## src/rtl/vga_sync_gen.sv

```systemverilog
// Registered VGA sync decode: turns raw H/V counts into sync, blanking, coordinates and strobes.
// Optional frame counter output is enabled by defining VGA_FRAME_CNT_EN.
module vga_sync_gen #(
    parameter int unsigned H_ACTIVE = 640,
    parameter int unsigned H_FP     = 16,
    parameter int unsigned H_SYNC   = 96,
    parameter int unsigned H_BP     = 48,
    parameter int unsigned V_ACTIVE = 480,
    parameter int unsigned V_FP     = 10,
    parameter int unsigned V_SYNC   = 2,
    parameter int unsigned V_BP     = 33,
    parameter logic        SYNC_POL = 1'b0
) (
    input  logic        clk_25Mhz,
    input  logic        reset_n,
    input  logic [15:0] H_Count_Value,
    input  logic [15:0] V_Count_Value,
    output logic        hsync,
    output logic        vsync,
    output logic        video_on,
    output logic [9:0]  pixel_x,
    output logic [9:0]  pixel_y,
    output logic        line_start,
    output logic        frame_start,
    output logic [1:0]  v_phase
`ifdef VGA_FRAME_CNT_EN
    ,
    output logic [7:0]  frame_count
`endif
);

    localparam logic [15:0] H_VIS     = 16'(H_ACTIVE);
    localparam logic [15:0] H_SYNC_LO = 16'(H_ACTIVE + H_FP);
    localparam logic [15:0] H_SYNC_HI = 16'(H_ACTIVE + H_FP + H_SYNC);
    localparam logic [15:0] V_VIS     = 16'(V_ACTIVE);
    localparam logic [15:0] V_SYNC_LO = 16'(V_ACTIVE + V_FP);
    localparam logic [15:0] V_SYNC_HI = 16'(V_ACTIVE + V_FP + V_SYNC);
    localparam logic [15:0] V_TOTAL   = 16'(V_ACTIVE + V_FP + V_SYNC + V_BP);

    typedef enum logic [1:0] {
        PH_ACTIVE = 2'd0,
        PH_FP     = 2'd1,
        PH_SYNC   = 2'd2,
        PH_BP     = 2'd3
    } phase_e;

    phase_e      phase_q, phase_d;
    logic        hsync_q, hsync_d;
    logic        vsync_q, vsync_d;
    logic        video_on_q, video_on_d;
    logic [9:0]  pixel_x_q, pixel_x_d;
    logic [9:0]  pixel_y_q, pixel_y_d;
    logic        line_start_q, line_start_d;
    logic        frame_start_q, frame_start_d;
    logic        h_zero;

    always_comb begin
        h_zero     = (H_Count_Value == '0);
        hsync_d    = ~SYNC_POL;
        vsync_d    = ~SYNC_POL;
        video_on_d = 1'b0;
        pixel_x_d  = '0;
        pixel_y_d  = '0;

        // Full 16-bit compares, so out-of-range counts naturally fall into blanking.
        if ((H_Count_Value >= H_SYNC_LO) && (H_Count_Value < H_SYNC_HI))
            hsync_d = SYNC_POL;
        if ((V_Count_Value >= V_SYNC_LO) && (V_Count_Value < V_SYNC_HI))
            vsync_d = SYNC_POL;

        if ((H_Count_Value < H_VIS) && (V_Count_Value < V_VIS)) begin
            video_on_d = 1'b1;
            pixel_x_d  = H_Count_Value[9:0];
            pixel_y_d  = V_Count_Value[9:0];
        end

        line_start_d  = h_zero && (V_Count_Value < V_TOTAL);
        frame_start_d = h_zero && (V_Count_Value == '0);

        phase_d = phase_q;
        if (h_zero) begin
            if (V_Count_Value == '0)
                phase_d = PH_ACTIVE;
            else if (V_Count_Value == V_VIS)
                phase_d = PH_FP;
            else if (V_Count_Value == V_SYNC_LO)
                phase_d = PH_SYNC;
            else if (V_Count_Value == V_SYNC_HI)
                phase_d = PH_BP;
        end
    end

    always_ff @(posedge clk_25Mhz) begin
        if (!reset_n) begin
            hsync_q       <= ~SYNC_POL;
            vsync_q       <= ~SYNC_POL;
            video_on_q    <= 1'b0;
            pixel_x_q     <= '0;
            pixel_y_q     <= '0;
            line_start_q  <= 1'b0;
            frame_start_q <= 1'b0;
            phase_q       <= PH_BP;
        end else begin
            hsync_q       <= hsync_d;
            vsync_q       <= vsync_d;
            video_on_q    <= video_on_d;
            pixel_x_q     <= pixel_x_d;
            pixel_y_q     <= pixel_y_d;
            line_start_q  <= line_start_d;
            frame_start_q <= frame_start_d;
            phase_q       <= phase_d;
        end
    end

    assign hsync       = hsync_q;
    assign vsync       = vsync_q;
    assign video_on    = video_on_q;
    assign pixel_x     = pixel_x_q;
    assign pixel_y     = pixel_y_q;
    assign line_start  = line_start_q;
    assign frame_start = frame_start_q;
    assign v_phase     = phase_q;

`ifdef VGA_FRAME_CNT_EN
    logic [7:0] frame_count_q, frame_count_d;

    // Counts registered frame_start pulses, so it lands one clock after the strobe.
    always_comb begin
        frame_count_d = frame_count_q + {7'd0, frame_start_q};
    end

    always_ff @(posedge clk_25Mhz) begin
        if (!reset_n)
            frame_count_q <= '0;
        else
            frame_count_q <= frame_count_d;
    end

    assign frame_count = frame_count_q;
`endif

endmodule

```

## config.mk

```make
export PLATFORM = sky130hd
export DESIGN_NAME = vga_sync_gen
export DESIGN_NICKNAME = d
export VERILOG_FILES = /design/src/rtl/vga_sync_gen.sv
export SDC_FILE = /design/constraint.sdc
export NUM_CORES = 1
export LEC_CHECK = 0
export ABC_AREA = 1
export ABC_CLOCK_PERIOD_IN_PS = 2700
export CAP_MARGIN = 15
export CELL_PAD_IN_SITES_DETAIL_PLACEMENT = 1
export CELL_PAD_IN_SITES_GLOBAL_PLACEMENT = 1
export CORE_MARGIN = 2
export CORE_UTILIZATION = 30
export CTS_CLUSTER_SIZE = 10
export DETAILED_ROUTE_END_ITERATION = 10
export GPL_ROUTABILITY_DRIVEN = 0
export MAX_ROUTING_LAYER = met4
export PLACE_DENSITY = 0.83
export SLEW_MARGIN = 20
export SYNTH_ARGS = -nofsm -noshare
export SYNTH_HDL_FRONTEND = slang
export SYNTH_SLANG_ARGS = --single-unit
```

## constraint.sdc

```tcl
create_clock -name clk_25Mhz -period 2.7 [get_ports clk_25Mhz]
set_clock_uncertainty 0.15 [all_clocks]
set_input_delay 0.54 -clock clk_25Mhz [delete_from_list [all_inputs] [get_ports clk_25Mhz]]
set_output_delay 0.54 -clock clk_25Mhz [all_outputs]
set_load 0.01 [all_outputs]
```

==> run metrics <==
commonest cells in the netlist dfxtp_1 (27), nand2_1 (25), inv_1 (23); drt pass-1 iters 4; CTS Hold Buffers Added 0; Worst R2R Path Depth 2; RSZ-0062 raised after global routing no; WP data arrival ~2.0 ns; die width 69.16 um; initial antenna violation count 0; post-synth top area share 42.44%; Mapped Cells 161; Die Footprint 0.004783 mm2; final period utilization roughly 74%; Synth area leader dfxtp_1; CTS Buffer Depth 2; Final Instance Count excl. Fillers roughly 270; share of cells above drive strength 1 19.73%; Residual DRC 0; Final setup viols 0; average vias per placed instance ~4.5; Avg Cell Area, Syn around 7.9 um2; Crit Path Category input pin to flip-flop; Core Region between 0.004 and 0.005 mm2; CP required 2.70 ns; post_cts resized 0; Post-CTS Setup Inserts 0; design area just under 0.002 mm2; Avg WL per Cell approximately 12 um; # rows 23; area delta synth->final 54.22%; Seq cells post-synth 27; Synth Cell Area 0.001274 mm2; Power Dens Cells between 300 and 400 mW/mm2; Clock transition at path regs around 0.080 ns; Port-buffer cells 60; status complete, no violations; DP Area roughly 0.0019 mm2; largest net degree at the start of global routing 21; Post-synth top flop dfxtp_1; worst path bufs/invs 1; antenna cells 0; Area contributors post-synth dfxtp_1 (42%), nor3_2 (17%), nand2_1 (7.4%); Inst Count DP 269; H-tree depth 1; met2 routed WL approximately 1.7 mm; Total Power between 0.0007 and 0.0008 W; Metal-1 WL 1.470 mm; Leak Pwr between 0.7 and 0.8 nW; Comb pwr share approximately 14%; WP depth 7; Remaining Overflow, GRT 0; worst path cell trace clkdlybuf4s50_1 -> nand2_2 -> nor2_2 -> nand2_2 -> nor3_2 -> or2_4 -> nor3_2; total track usage 14.84%; register area share after synthesis 42.44%; violation count after the first detailed-route iteration 44; Die Y 69.16 um; FILL cells about 500; ys async rst share 0%; Num CTS Buffers 3; Largest delay share family, worst path simple AND/OR/NAND/NOR gates; Crit. End Element flip-flop; Final HPWL DP 2.754 mm; first-pass GRT wire length roughly 5.7 mm; maxcap violations 0; worst min path class flip-flop to flip-flop; CP max stage cell clkdlybuf4s50_1; sw frac between 20 and 25%; cell count of the worst hold path 2; top-count cell post-synth dfxtp_1; IO Pins 61; Clk pwr share a little under a third; Crit path largest cell delay 0.55 ns; Skew-Pair Late Insertion Delay 0.26 ns; Starting Density 31.39%; peak supply drop between 0.15 and 0.2 mV; vias in the first global route between 1000 and 1500; TNS Setup 0 ns; syn nets about 200; Cell Int Power around 0.00056 W; Net Switching ~0.00016 W; register share of total power a little under three fifths; top sig layer met4; TritonCTS clock tree built; CP Launch Type input pin; Antenna Nets Post-Route 0; Met3 Wirelength 175 um; CTS root buf clkbuf_8; endpoints failing hold 0; max-slew violations 0; Critical Path Fanout Max 20; WL final 3.314 mm; Max Fclk between 500 and 600 MHz; Cell variety after synth 22; min cycle time layout just under 2 ns; Post-synth EDFFs 0; final net count approximately 260; Vias around 1200; CTS Sinks 27; synthesis warning total 0
[metrics by stage]
| stage | utilization (%) | hold slack, ns | worst slack [ns] |
|---|---|---|---|
| global route | 48.41 | 0.3565 | 0.5990 |
| CTS | 48.41 | 0.3272 | 0.6919 |
| floorplan | - | 0.3387 | 1.139 |
| detailed placement | 47.30 | 0.3042 | 0.4027 |
| global placement | 47.30 | 0.2947 | 0.4376 |
| finish | 48.41 | 0.3234 | 0.7107 |
[kinds of logic after synthesis]
family | share of synthesized area (%)
DFF | 42.44
other | 0.2944
and+or+nand+nor | 44.11
buffers and inverters | 11.39
AOI/OAI and AO/OA | 1.768
[layer usage]
metal  global-route usage [%]  up-vias
met5                        -        -
met4                    3.268        0
met3                    2.924        2
met2                    25.85       42
met1                    17.67      552
li1                         -      626
[worst min-delay path, cell delays in order, from the launching register on]
cell and delay [ns]:
dfxtp_1 0.34, nand2_1 0.06, nand3_1 0.05
[sequential cells by signal, summed over array words and instances (netlist names)]
register and flops:
vsync 1, hsync 1, pixel_x 10, pixel_y 10
v_phase 2, video_on 1, frame_start 1, line_start 1
[power by group through the flow]
stage	Sequential, W	Clock, W	Combinational [W]
finish	0.000399	0.000223	0.0000996
global route	0.000399	0.000245	0.000110
CTS	0.000399	0.000233	0.000100
detailed placement	0.000408	0	0.0000995
global placement	0.000408	0	0.0000983
floorplan	0.000409	0	0.0000324
[cell type report]
class	instances	area [um2]	area share, %
well taps	50	62.56	3.185
repair buffers	62	615.6	31.34
clock buffers	4	45.04	2.293
multi-input cells	100	588.1	29.94
inverters	30	112.6	5.732
flip-flops and latches	27	540.5	27.52
[path summary, 6_finish.rpt]
check	endpoint	slack (ns)	start
max	pixel_y[6]	0.71	V_Count_Value[8]
min	v_phase[1]	0.32	v_phase[1]
max reg2reg	v_phase[0]	1.99	v_phase[0]
min reg2reg	v_phase[1]	0.32	v_phase[1]
[placed cells by master, fill, tap and decap left out, drive strengths merged]
cell / netlist / routed
clkdlybuf4s50: 0 / 60
inv: 30 / 30
nand2: 28 / 28
dfxtp: 27 / 27
nor2: 25 / 25
nor3: 23 / 23
nand3: 9 / 9
nand4: 5 / 5
clkbuf: 0 / 4
o21ai: 3 / 3
nor4: 2 / 2
buf: 4 / 2
and2: 1 / 1
or2: 1 / 1
a211oi: 1 / 1
nor3b: 1 / 1
conb: 1 / 1
Note: power is estimated with default switching activity, not from simulation.
